<file path="src/rtl/fwd_arbiter_pkg.sv">
// Shared constants, FSM state encoding and keep-mask helper for the forwarding arbiter.
package fwd_arbiter_pkg;

  localparam int BYTES_PER_WORD = 8;

  typedef enum logic [1:0] {
    ST_IDLE   = 2'd0,
    ST_STREAM = 2'd1,
    ST_DRAIN  = 2'd2,
    ST_DONE   = 2'd3
  } state_t;

  // Byte-valid mask for the final word; rem is the number of bytes past the last full word.
  function automatic logic [7:0] tail_keep(input logic [2:0] rem);
    return (rem == 3'd0) ? 8'hFF : ~(8'hFF >> rem);
  endfunction

endpackage

</file>
<file path="src/rtl/fwd_arb_fifo.sv">
// Output FIFO: registered pointers and count, read data presented directly from the head entry.
module fwd_arb_fifo #(
  parameter int DEPTH = 4,
  parameter int WIDTH = 73
) (
  input  logic                           clk,
  input  logic                           rst,
  input  logic                           push,
  input  logic [WIDTH-1:0]               din,
  input  logic                           pop,
  output logic [WIDTH-1:0]               dout,
  output logic [$clog2(DEPTH+1)-1:0]     count,
  output logic                           full,
  output logic                           empty
);

  localparam int PW = (DEPTH > 1) ? $clog2(DEPTH) : 1;
  localparam int CW = $clog2(DEPTH + 1);

  logic [WIDTH-1:0] r_mem [DEPTH];
  logic [PW-1:0]    r_wr;
  logic [PW-1:0]    r_rd;
  logic [CW-1:0]    r_count;
  logic             w_push;
  logic             w_pop;

  assign w_push = push && !full;
  assign w_pop  = pop && !empty;

  always_ff @(posedge clk) begin
    if (w_push) r_mem[r_wr] <= din;
  end

  always_ff @(posedge clk or negedge rst) begin
    if (!rst) begin
      r_wr    <= '0;
      r_rd    <= '0;
      r_count <= '0;
    end else begin
      if (w_push) r_wr <= (r_wr == PW'(DEPTH - 1)) ? '0 : r_wr + 1'b1;
      if (w_pop)  r_rd <= (r_rd == PW'(DEPTH - 1)) ? '0 : r_rd + 1'b1;
      case ({w_push, w_pop})
        2'b10:   r_count <= r_count + 1'b1;
        2'b01:   r_count <= r_count - 1'b1;
        default: r_count <= r_count;
      endcase
    end
  end

  assign dout  = r_mem[r_rd];
  assign count = r_count;
  assign full  = (r_count == CW'(DEPTH));
  assign empty = (r_count == '0);

endmodule

</file>
<file path="src/rtl/fwd_arbiter.sv">
// Round-robin arbiter that reads one core's forwarding buffer and streams it out as a packet.
module fwd_arbiter
  import fwd_arbiter_pkg::*;
#(
  parameter int N_CORES    = 4,
  parameter int ADDR_WIDTH = 10,
  parameter int DATA_WIDTH = 64,
  parameter int PLEN_WIDTH = 13,
  parameter int BUF_LAT    = 2,
  parameter int FIFO_DEPTH = 4
) (
  input  logic                            clk,
  input  logic                            rst,
  input  logic [N_CORES-1:0]              fwd_req,
  input  logic [N_CORES*PLEN_WIDTH-1:0]   fwd_len,
  output logic [ADDR_WIDTH-1:0]           fwd_addr,
  output logic [N_CORES-1:0]              fwd_rd_en,
  input  logic [N_CORES*DATA_WIDTH-1:0]   fwd_rd_data,
  output logic [N_CORES-1:0]              fwd_done,
  output logic [63:0]                     m_tdata,
  output logic [7:0]                      m_tkeep,
  output logic                            m_tvalid,
  output logic                            m_tlast,
  input  logic                            m_tready,
  output logic                            busy,
  output logic [$clog2(N_CORES)-1:0]      grant_id
);

  localparam int GW = $clog2(N_CORES);
  localparam int WW = PLEN_WIDTH - 2;
  localparam int CW = $clog2(FIFO_DEPTH + 1);

  state_t                r_state;
  logic [GW-1:0]         r_rr;
  logic [GW-1:0]         r_grant;
  logic [WW-1:0]         r_words;
  logic [WW-1:0]         r_widx;
  logic [2:0]            r_rem;
  logic [N_CORES-1:0]    r_rd_en;
  logic [N_CORES-1:0]    r_done;
  logic [ADDR_WIDTH-1:0] r_addr;
  logic                  r_tag_last;
  logic [7:0]            r_tag_keep;
  logic                  r_pv    [1:BUF_LAT];
  logic                  r_plast [1:BUF_LAT];
  logic [7:0]            r_pkeep [1:BUF_LAT];
  logic [CW:0]           r_in_flight;

  logic                  w_any;
  logic [GW-1:0]         w_pick;
  logic [PLEN_WIDTH-1:0] w_len;
  logic [WW-1:0]         w_words;
  logic                  w_issue;
  logic                  w_is_last;
  logic                  w_capture;
  logic                  w_pop;
  logic [CW-1:0]         w_fifo_count;
  logic                  w_full;
  logic                  w_empty;
  logic [72:0]           w_din;
  logic [72:0]           w_dout;

  // Scan from the highest offset down so the closest requester at/after r_rr wins.
  always_comb begin
    w_any  = 1'b0;
    w_pick = '0;
    for (int k = N_CORES - 1; k >= 0; k--) begin
      if (fwd_req[(int'(r_rr) + k) % N_CORES]) begin
        w_any  = 1'b1;
        w_pick = GW'((int'(r_rr) + k) % N_CORES);
      end
    end
  end

  assign w_len     = fwd_len[w_pick*PLEN_WIDTH +: PLEN_WIDTH];
  assign w_words   = {1'b0, w_len[PLEN_WIDTH-1:3]} + WW'(|w_len[2:0]);
  assign w_pop     = !w_empty && m_tready;
  assign w_is_last = (r_widx == r_words - 1'b1);
  assign w_capture = r_pv[BUF_LAT];

  // Credit: queued plus outstanding words may never exceed the FIFO once this read lands.
  assign w_issue = (r_state == ST_STREAM) && (r_widx < r_words) && !w_full &&
                   ((int'(w_fifo_count) + int'(r_in_flight) - int'(w_pop)) < FIFO_DEPTH);

  assign w_din = {fwd_rd_data[r_grant*DATA_WIDTH +: 64], r_pkeep[BUF_LAT], r_plast[BUF_LAT]};

  always_ff @(posedge clk or negedge rst) begin
    if (!rst) begin
      r_state     <= ST_IDLE;
      r_rr        <= '0;
      r_grant     <= '0;
      r_words     <= '0;
      r_widx      <= '0;
      r_rem       <= '0;
      r_rd_en     <= '0;
      r_done      <= '0;
      r_addr      <= '0;
      r_tag_last  <= 1'b0;
      r_tag_keep  <= '0;
      r_in_flight <= '0;
      for (int k = 1; k <= BUF_LAT; k++) begin
        r_pv[k]    <= 1'b0;
        r_plast[k] <= 1'b0;
        r_pkeep[k] <= '0;
      end
    end else begin
      r_rd_en     <= '0;
      r_done      <= '0;
      r_in_flight <= r_in_flight + (CW+1)'(w_issue) - (CW+1)'(w_capture);
      r_pv[1]     <= |r_rd_en;
      r_plast[1]  <= r_tag_last;
      r_pkeep[1]  <= r_tag_keep;
      for (int k = 2; k <= BUF_LAT; k++) begin
        r_pv[k]    <= r_pv[k-1];
        r_plast[k] <= r_plast[k-1];
        r_pkeep[k] <= r_pkeep[k-1];
      end
      case (r_state)
        ST_IDLE: begin
          if (w_any) begin
            r_grant <= w_pick;
            r_words <= w_words;
            r_rem   <= w_len[2:0];
            r_widx  <= '0;
            if (w_len == '0) begin
              r_state <= ST_DONE;
              r_done  <= N_CORES'(1) << w_pick;
            end else begin
              r_state <= ST_STREAM;
            end
          end
        end
        ST_STREAM: begin
          if (w_issue) begin
            r_rd_en    <= N_CORES'(1) << r_grant;
            r_addr     <= ADDR_WIDTH'(r_widx);
            r_widx     <= r_widx + 1'b1;
            r_tag_last <= w_is_last;
            r_tag_keep <= w_is_last ? tail_keep(r_rem) : 8'hFF;
            if (w_is_last) r_state <= ST_DRAIN;
          end
        end
        ST_DRAIN: begin
          if (r_in_flight == '0 && w_empty) begin
            r_state <= ST_DONE;
            r_done  <= N_CORES'(1) << r_grant;
          end
        end
        ST_DONE: begin
          r_rr    <= (r_grant == GW'(N_CORES - 1)) ? '0 : r_grant + 1'b1;
          r_state <= ST_IDLE;
        end
        default: r_state <= ST_IDLE;
      endcase
    end
  end

  fwd_arb_fifo #(
    .DEPTH (FIFO_DEPTH),
    .WIDTH (73)
  ) u_fifo (
    .clk   (clk),
    .rst   (rst),
    .push  (w_capture),
    .din   (w_din),
    .pop   (w_pop),
    .dout  (w_dout),
    .count (w_fifo_count),
    .full  (w_full),
    .empty (w_empty)
  );

  assign m_tvalid  = !w_empty;
  assign m_tdata   = w_empty ? '0 : w_dout[72:9];
  assign m_tkeep   = w_empty ? '0 : w_dout[8:1];
  assign m_tlast   = w_empty ? 1'b0 : w_dout[0];
  assign fwd_addr  = r_addr;
  assign fwd_rd_en = r_rd_en;
  assign fwd_done  = r_done;
  assign busy      = (r_state != ST_IDLE);
  assign grant_id  = r_grant;

endmodule

</file>
<file path="config.mk">
export PLATFORM = sky130hd
export DESIGN_NAME = fwd_arbiter
export DESIGN_NICKNAME = d
export VERILOG_FILES = /design/src/rtl/fwd_arbiter_pkg.sv /design/src/rtl/fwd_arb_fifo.sv /design/src/rtl/fwd_arbiter.sv
export SDC_FILE = /design/constraint.sdc
export NUM_CORES = 1
export LEC_CHECK = 0
export ABC_AREA = 1
export CAP_MARGIN = 20
export CORE_ASPECT_RATIO = 1.75
export CORE_UTILIZATION = 30
export DETAILED_ROUTE_END_ITERATION = 7
export GPL_ROUTABILITY_DRIVEN = 0
export PLACE_DENSITY_LB_ADDON = 0.05
export REMOVE_ABC_BUFFERS = 1
export SLEW_MARGIN = 20
export SYNTH_ARGS = -nofsm -noshare
export SYNTH_HDL_FRONTEND = slang
export SYNTH_SLANG_ARGS = --single-unit
</file>
<file path="constraint.sdc">
create_clock -name clk -period 11.35 [get_ports clk]
set_clock_uncertainty 0.1 [all_clocks]
set_input_delay 2.27 -clock clk [delete_from_list [all_inputs] [get_ports clk]]
set_output_delay 2.27 -clock clk [all_outputs]
set_load 0.01 [all_outputs]
</file>
# ---- Yosys cells after proc, flatten, opt, wreduce, memory -nomap -nowiden
# Memories as Yosys holds them, arrays and structs flattened.
# Cells that the tools add are included.
dict set report op_classes {
  eq_ne 14
  addsub 15
  div 0
  shifts 5
  n_bitwise 4
  n_reduce_logical 26
  mul 1
  n_mux 45
  magnitude_cmp 6
}
# cell n
set ops {}
lappend ops {{indexed part select 256 x 9 -> 64 bit} 1}
lappend ops {{two-way mux 64 bit} 1}
lappend ops {{indexed part select 52 x 7 -> 13 bit} 1}
lappend ops {{two-way mux 2 bit} 12}
lappend ops {{two-way mux 8 bit} 3}
lappend ops {{two-way mux 11 bit} 2}
lappend ops {{case mux 11 bit (2 select lines)} 1}
lappend ops {{two-way mux 4 bit} 5}
lappend ops {{two-way mux 1 bit} 14}
lappend ops {{zero test 13 bit} 1}
lappend ops {{== test 2 bit, second input constant} 6}
lappend ops {{< comparator 3 x 4 -> 1 bit, second input constant} 3}
lappend ops {{adder 10 x 1 -> 11 bit} 1}
lappend ops {{adder 11 x 1 -> 11 bit, second input constant} 1}
lappend ops {{== test 11 bit} 1}
lappend ops {{< comparator 11 bit} 1}
lappend ops {{subtractor 11 x 1 -> 11 bit, second input constant} 1}
lappend ops {{adder 2 x 1 -> 2 bit, second input constant} 4}
lappend ops {{binary-select mux 1 bit (select 2 bit)} 4}
lappend ops {{inequality test 2 bit, second input constant} 4}
lappend ops {{NOT 8 bit} 1}
lappend ops {{case mux 2 bit (4 select lines)} 1}
lappend ops {{case mux 4 bit (2 select lines)} 1}
lappend ops {{<< shifter 1 x 2 -> 4 bit, first input constant} 2}
lappend ops {{27 further kinds} 44}
dict set report totals {
  out_inout_bits 95
  latch_bits 0
  mem_bits_rw 292
  input_bits 315
  ff_bits 89
  elab_cells 138
  memories 1
  mem_bits_ro 0
}
# name depth width rd rd_ports_with_merged_regs write_ports line_no
set memory_table {}
lappend memory_table {u_fifo.r_mem 4 73 1 0 1 fwd_arb_fifo.sv:20} ;# logic [WIDTH-1:0] r_mem [DEPTH];

# ---- Depth between registers and ports, before layout
# Gate-level depths: netlist (run 1).
dict set report logic_depth {
  depth_word 16
  ltp_mapped 25
  mapped_depth_nobuf 23
}

# ---- Modules after synthesis
# A second synthesis (run 1) with hierarchy kept.
dict set report unflattened {
  hier_cells 2121
  area_unflattened_um2 19725.2
}
# module area_per_inst_um2 seq_area_each_um2 cells_per_inst instances
set by_module_without_submodules {}
lappend by_module_without_submodules {fwd_arb_fifo 12190.4 8943.6 912 1}
lappend by_module_without_submodules {fwd_arbiter 7534.7 2052.0 1209 1}

# ---- Least setup slack after synthesis (run 1)
# Ideal clock, no wire load.
dict set report synth_path {
  path_kind {input -> register}
  start {input m_tready}
  end {register r_in_flight[2]}
  stages 20
  setup_ns 0.123
  path_buffers 1
  setup_slack_ns 6.331
  required_ns 11.127
  arrival_ns 4.796
  path_cell_list {nand2_1 -> inv_1 -> ha_1 -> inv_1 -> ha_1 -> nand2_1 -> o21bai_1 -> nand2_1 -> inv_1 -> or2_1 -> nand2_1 -> o211ai_1 -> nand2_1 -> nand2_2 -> buf_1 -> ha_1 -> inv_1 -> ha_1 -> fa_1 -> xor2_1}
}
dict set report synth_between {
  elab_chain_len 6
}
# item line_no
set synth_rtl {}
lappend synth_rtl {{from (decl)} fwd_arbiter.sv:24} ;# input logic m_tready,
lappend synth_rtl {{logical AND 1 bit} fwd_arbiter.sv:77} ;# assign w_pop = !w_empty && m_tready;
lappend synth_rtl {{subtractor 5 x 1 -> 6 bit} fwd_arbiter.sv:83} ;# ((int'(w_fifo_count) + int'(r_in_flight) - int'(w_pop)) < FIFO_DEPTH);
lappend synth_rtl {{< comparator 6 x 4 -> 1 bit} fwd_arbiter.sv:83}
lappend synth_rtl {{logical AND 1 bit} fwd_arbiter.sv:82} ;# assign w_issue = (r_state == ST_STREAM) && (r_widx < r_words) && !w_full &&
lappend synth_rtl {{adder 4 x 1 -> 4 bit} fwd_arbiter.sv:109} ;# r_in_flight <= r_in_flight + (CW+1)'(w_issue) - (CW+1)'(w_capture);
lappend synth_rtl {{subtractor 4 x 1 -> 4 bit} fwd_arbiter.sv:109}
lappend synth_rtl {{to (signal assigned)} fwd_arbiter.sv:109}
lappend synth_rtl {{to (decl)} fwd_arbiter.sv:47} ;# logic [CW:0] r_in_flight;
# Every way passes these cells.
# A chain may end at the register's enable or synchronous reset.

# ---- Worst setup path in the final report (run 1)
dict set report layout_path {
  start {register u_fifo.r_rd[0]}
  end {output m_tdata[7]}
}
dict set report layout_between {
  elab_chain_len 2
}
# item line_no
set layout_rtl {}
lappend layout_rtl {{from (decl)} fwd_arb_fifo.sv:22} ;# logic [PW-1:0] r_rd;
lappend layout_rtl {{from (signal assigned)} fwd_arb_fifo.sv:41} ;# if (w_pop) r_rd <= (r_rd == PW'(DEPTH - 1)) ? '0 : r_rd + 1'b1;
lappend layout_rtl {{memory (4 x 73 bit)} n/a}
lappend layout_rtl {{two-way mux 64 bit} fwd_arbiter.sv:174} ;# assign m_tdata = w_empty ? '0 : w_dout[72:9];
lappend layout_rtl {{to (decl)} fwd_arbiter.sv:20} ;# output logic [63:0] m_tdata,
# Every way passes these cells.

==> flow_metrics.env, run 1 <==
export IMPL_status="finished clean"
export IMPL_synth_area_leaders="edfxtp_1, dfrtp_1, nor2_1, o21ai_0, nand2_1"
export IMPL_mostFrequentLayoutCells="nor2_1, clkdlybuf4s50_1, o21ai_0, edfxtp_1, nand2_1"
export IMPL_hold_path_class="flop to flop"
export IMPL_viasPerCell=4.83
export IMPL_cts_resized=0
export IMPL_fmax_mhz=159
export IMPL_htreeDepth=2
export IMPL_io_pins=410
export IMPL_final_common_cell="nor2_1"
export IMPL_wirelength_met1_mm=22.0
export IMPL_wl_met2_mm=32.4
export IMPL_grt_pass1_vias=15400
export IMPL_required_ns=8.98
export IMPL_utilization=0.403
export IMPL_cts_made_buffers=37
export IMPL_maxSlewHeadroom=0.372
export IMPL_cp_cell_sequence="buf_16 -> inv_4 -> buf_4 -> o21ai_0 -> a21oi_1 -> clkdlybuf4s50_1"
export IMPL_drc=0
export IMPL_wire_per_inst_um=18.6
export IMPL_synth_seq_cells=381
export IMPL_wirelength_mm=58.3
export IMPL_cp_arrival_ns=3.91
export IMPL_whs_ns=0.245
export IMPL_drt_iter0_drc=666
export IMPL_fin_nets=2678
export IMPL_grt_pass1_wl_mm=87.5
export IMPL_vias=15100
export IMPL_finalMaxSlewViolations=0
export IMPL_cts_root_buf="clkbuf_16"
export IMPL_grt_max_degree=93
export IMPL_diodes=0
export IMPL_final_layout_size_suffix_gt1_frac=0.0449
export IMPL_cts_tree="done"
export IMPL_syn_mean_instance_area_um2=9.37
export IMPL_timing_final_crit_share=0.553
export IMPL_clock_path_buffers=3
export IMPL_path_max_fanout=85
export IMPL_synthCells=1964
export IMPL_rows=119
export IMPL_crit_buf_inv=4
export IMPL_design_area_um2=24300
export IMPL_post_cts_buffers=0
export IMPL_setup_viol=0
export IMPL_worst_pin_slew_ns=0.942
export IMPL_core_um2=60500
export IMPL_ys_seq_area_frac=0.597
export IMPL_antenna_found_initial=0
export IMPL_synth_warnings=0
export IMPL_cp_end_kind="output pin"
export IMPL_finalHoldViolCount=0
export IMPL_clock_sinks=381
export IMPL_synth_top_area_share=0.476
export IMPL_synth_area_leader_cell="edfxtp_1"
export IMPL_clock_latency_ns=0.52
export IMPL_initial_utilization=0.304
export IMPL_power_per_cell_area_nw_per_um2=258
export IMPL_drv_cap=0
export IMPL_max_stage_delay_ns=0.72
export IMPL_wl_met3_mm=2.64
export IMPL_path_class="flop to output pin"
export IMPL_hpwl_mm=39.0
export IMPL_clk_pin_slew_ns=0.06
export IMPL_cts_hold_buf=0
export IMPL_n_fill_cell=6038
export IMPL_leakagePower_nw=8.97
export IMPL_overflow=0
export IMPL_rsz0062_at_grt="no"
export IMPL_ir_drop_mv=0.141
export IMPL_ys_types=40
export IMPL_placement_cell_area_um2=23200
export IMPL_numPortBuffers=409
export IMPL_syn_to_final_growth_pct=32.3
export IMPL_cpLargestDelayFamily="buffers and inverters"
export IMPL_highest_layer="met4"
export IMPL_gr_usage_all_layers=0.184
export IMPL_cp_slowest_cell="buf_4"
export IMPL_crit_path_start_kind="flop"
export IMPL_fin_setup_tns_ns=0
export IMPL_first_pass_iters=5
export IMPL_die_area_um2=62400
export IMPL_syn_area_um2=18400
export IMPL_die_height_um=330
export IMPL_period_minus_slack_ns=6.28
export IMPL_die_x_um=189
export IMPL_ant_nets=0
## cell usage after synthesis, drive strengths merged
cell type and number:
nor2 495, o21ai 324, edfxtp 292, nand2 237, clkbuf 92, inv 92
a21oi 89, dfrtp 89, o22ai 67, nand3 57, ha 44, buf 24
xor2 15, nor3 14, nand4 8, xnor2 7, or2 4, a31oi 2
fa 2, nor3b 2, o21bai 2, a211oi 1, a21boi 1, nand2b 1
nor4 1, o211ai 1, or4 1
## worst reg2reg max path: stages, from the launching register on
cell	delay, ns
dfrtp_1	0.59
inv_4	0.09
nand2_2	0.10
nand3_2	0.10
nand2_1	0.10
inv_2	0.04
nand3_1	0.60
nand2_2	0.54
inv_2	0.31
nand2_1	0.07
nand2_1	0.06
nand2_1	0.05
nand2_1	0.09
inv_1	0.04
nand2_1	0.14
ha_1	0.22
ha_1	0.18
nand2_1	0.13
nor2_1	0.23
a21oi_1	0.12
nand2_1	0.08
nand2_1	0.04
## worst paths after layout
path	start	to	slack [ns]	cells after the start
setup / recovery	u_fifo.r_rd[0]	m_tdata[7]	5.07	6
hold / removal	r_pkeep[12]	r_pkeep[4]	0.25	0
setup reg to reg	r_rr[0]	r_words[8]	7.19	21
hold reg to reg	r_pkeep[12]	r_pkeep[4]	0.25	0
max in group asynchronous	rst	grant_id[0]	8.36	2
min in group asynchronous	rst	r_pkeep[9]	1.57	1
## cell families (layout without fill, tap and decap cells)
group	Yosys count	in the layout	synth area share
AO/OA/AOI/OAI	487	487	0.138
XOR/XNOR	22	22	0.0105
adder cells (fa/ha/maj)	46	46	0.0321
buffers and inverters	208	584	0.0448
flip-flops	381	381	0.597
AND/OR/NAND/NOR	820	820	0.177
## flip-flops by register name (all words and copies together) (netlist names), 3 cells and up
| name | cells |
|---|---|
| fwd_addr | 10 |
| fwd_done | 4 |
| fwd_rd_en | 4 |
| r_in_flight | 4 |
| r_pkeep | 16 |
| r_rem | 3 |
| r_tag_keep | 8 |
| r_widx | 11 |
| r_words | 11 |
| u_fifo.count | 3 |
| u_fifo.r_mem | 292 |
## final cells by class
type | count | area [µm²] | share of cell area
Sequential cell | 381 | 11000 | 0.452
Clock inverter | 9 | 71.3 | 0.00293
Multi-Input combinational cell | 1375 | 6620 | 0.272
Timing Repair Buffer | 430 | 4270 | 0.175
Tap cell | 786 | 983 | 0.0404
Clock buffer | 53 | 1040 | 0.0427
Inverter | 92 | 353 | 0.0145
## through the flow
step	total power, mW	instances	setup WS [ns]
finish	6.27	3126	5.07
global route	6.76	3126	4.80
CTS	6.39	3125	4.87
detailed placement	5.20	3063	4.93
global placement	5.17	3063	4.97
floorplan	3.77	1848	3.65
## layer usage
| layer | vias up | track usage |
|---|---|---|
| li1 | 7422 | - |
| met1 | 7247 | 0.190 |
| met2 | 381 | 0.373 |
| met3 | 62 | 0.0271 |
| met4 | 0 | 0.0522 |
| met5 | - | 0 |
## power breakdown
| part | switching, mW | total, mW | internal (mW) |
|---|---|---|---|
| logic | 1.96 | 3.11 | 1.15 |
| clock network | 0.502 | 1.16 | 0.658 |
| registers | 0.150 | 2.01 | 1.86 |
| total | 2.61 | 6.27 | 3.66 |
Power figures use the tool's default switching activity.
==> run 2: changes to the inputs <==
==> constraint.sdc (replaced) <==
create_clock -name clk -period 5.48 [get_ports clk]
set_clock_uncertainty 0.1 [all_clocks]
set_input_delay 1.096 -clock clk [delete_from_list [all_inputs] [get_ports clk]]
set_output_delay 1.096 -clock clk [all_outputs]
set_load 0.01 [all_outputs]
==> run 2 against run 1 <==
  * Hold slack improved by 0.0039 ns
  * Register-to-register slack got worse by 5.2 ns
  * Global-route usage rose by 0.17 points
  * Critical endpoint is now m_tdata[24]
==> flow_metrics.env, run 2 (same netlist as run 1, synthesis figures left out) <==
export IMPL_status="finished clean"
export IMPL_hold_path_class="flop to flop"
export IMPL_diodes=0
export IMPL_drc=0
export IMPL_setup_viol=0
export IMPL_overflow=0
export IMPL_p_comb_frac=0.499
export IMPL_worst_pin_slew_ns=1.02
export IMPL_first_pass_iters=5
export IMPL_cts_made_buffers=37
export IMPL_totalPowerFinal_mw=13.2
export IMPL_cp_slowest_cell="dfrtp_2"
export IMPL_fin_nets=2682
export IMPL_rsz0062_at_grt="no"
export IMPL_cts_tree="done"
export IMPL_post_cts_buffers=0
export IMPL_mostFrequentLayoutCells="nor2_1, clkdlybuf4s50_1, o21ai_0, edfxtp_1, nand2_1"
export IMPL_cts_root_buf="clkbuf_16"
export IMPL_timing_final_crit_share=0.782
export IMPL_wirelength_mm=58.9
export IMPL_pwr_share_clk=0.189
export IMPL_drt_iter0_drc=749
export IMPL_power_per_cell_area_nw_per_um2=538
export IMPL_htreeDepth=2
export IMPL_die_area_um2=62400
export IMPL_hpwl_mm=39.5
export IMPL_vias=15200
export IMPL_place_ws_ns=0.977
export IMPL_max_stage_delay_ns=0.69
export IMPL_finalHoldViolCount=0
export IMPL_seqPwrFrac=0.312
export IMPL_layout_setup_ws_ns=1.20
export IMPL_crit_path_start_kind="flop"
export IMPL_viasPerCell=4.85
export IMPL_maxSlewHeadroom=0.319
export IMPL_clock_path_buffers=3
export IMPL_fmax_mhz=233
export IMPL_die_height_um=330
export IMPL_grt_pass1_wl_mm=88.3
export IMPL_io_pins=410
export IMPL_final_layout_size_suffix_gt1_frac=0.0498
export IMPL_reg_top3="u_fifo.r_mem: 292 flops, r_pkeep: 16 flops"
export IMPL_leakagePower_nw=9.02
export IMPL_grt_max_degree=149
export IMPL_path_class="flop to output pin"
export IMPL_multi_input_area_um2=6620
export IMPL_required_ns=4.28
export IMPL_largest_reg_flops=292
export IMPL_path_max_fanout=43
export IMPL_cpLargestDelayFamily="buffers and inverters"
export IMPL_ir_drop_mv=0.560
export IMPL_cp_arrival_ns=3.09
export IMPL_cp_cell_sequence="inv_2 -> buf_12 -> nor2_1 -> o21ai_0 -> a21oi_1 -> clkdlybuf4s50_1"
export IMPL_p_sw_frac=0.418
export IMPL_die_x_um=189
export IMPL_drv_cap=0
export IMPL_clock_sinks=381
export IMPL_n_fill_cell=5998
export IMPL_whs_ns=0.249
export IMPL_antenna_found_initial=1
export IMPL_clk_pin_slew_ns=0.06
export IMPL_internal_power_mw=7.66
export IMPL_cts_resized=0
export IMPL_top_register="u_fifo.r_mem"
export IMPL_cts_hold_buf=0
export IMPL_grt_pass1_vias=15600
export IMPL_rows=119
export IMPL_period_minus_slack_ns=4.28
export IMPL_cp_end_kind="output pin"
export IMPL_initial_utilization=0.304
export IMPL_numPortBuffers=409
export IMPL_finalMaxSlewViolations=0
export IMPL_syn_to_final_growth_pct=33.0
export IMPL_regArea_um2=11000
export IMPL_wire_per_inst_um=18.8
export IMPL_utilization=0.405
export IMPL_core_um2=60500
export IMPL_netSwitchingPower_mw=5.51
export IMPL_crit_buf_inv=3
export IMPL_clock_latency_ns=0.53
export IMPL_final_common_cell="nor2_1"
export IMPL_ant_nets=0
export IMPL_gr_usage_all_layers=0.185
run 2: cell count changes in the layout (fill, tap and decap cells not counted), sizes merged:
cell,previous run,this run
buf,22,26
bufinv,1,2
clkbuf,53,49
clkinv,6,10
clkinvlp,1,3
inv,93,95
run 2: final cells by class:
cell class | instances | area share
flip-flops and latches | 381 | 0.450
clock buffers | 49 | 0.0410
inverters | 92 | 0.0144
repair buffers | 434 | 0.178
multi-input cells | 1375 | 0.270
well taps | 786 | 0.0402
clock inverters | 18 | 0.00659
run 2: per-stage QoR:
stage | TNS (ns) | std cells | area, µm²
CTS | 0 | 3135 | 24500
global placement | 0 | 3068 | 23300
detailed placement | 0 | 3068 | 23300
floorplan | -137.31 | 1848 | 17900
finish | 0 | 3135 | 24500
global route | 0 | 3135 | 24500
run 2: layer usage:
layer / global-route usage / part of all wire / vias to the layer above
met4: 0.0608 / 0.028 / 0
met5: 0 / 0 / -
met3: 0.0276 / 0.048 / 72
met1: 0.193 / 0.38 / 7284
met2: 0.371 / 0.55 / 410
li1: - / - / 7439
run 2: worst reg2reg max path, cell delays in order, from the launching register on:
cell and delay [ns]:
dfrtp_1 0.60, nand2_1 0.16, nand3_1 0.16, nand2_1 0.09, inv_2 0.06, nand2_1 0.05
nand3_2 0.07, nand2_2 0.32, inv_2 0.30, nand2_1 0.08, nand2_1 0.06, nand2_1 0.05
nand2_1 0.09, inv_1 0.04, nand2_1 0.15, ha_1 0.22, ha_1 0.17, nand2_1 0.12
nor2_1 0.22, a21oi_1 0.12, nand2_1 0.08, nand2_1 0.04
run 2: path summary, 6_finish.rpt:
path / from / to / slack [ns] / cells after the start
max: u_fifo.r_rd[1] / m_tdata[24] / 1.20 / 6
min: r_pkeep[13] / r_pkeep[5] / 0.25 / 0
max reg2reg: r_rr[0] / r_words[8] / 2.02 / 21
min reg2reg: r_pkeep[13] / r_pkeep[5] / 0.25 / 0
max in group asynchronous: rst / grant_id[0] / 3.97 / 2
min in group asynchronous: rst / r_pkeep[9] / 0.49 / 1
run 2: power groups by stage:
stage          Clock, mW  Combinational (mW)  Sequential (mW)
2_1_floorplan          0                3.50             4.30
3_3_place_gp           0                6.61             4.17
3_5_place_dp           0                6.69             4.17
4_1_cts             2.57                6.71             4.11
5_1_grt             2.66                7.32             4.15
6_report            2.49                6.56             4.11
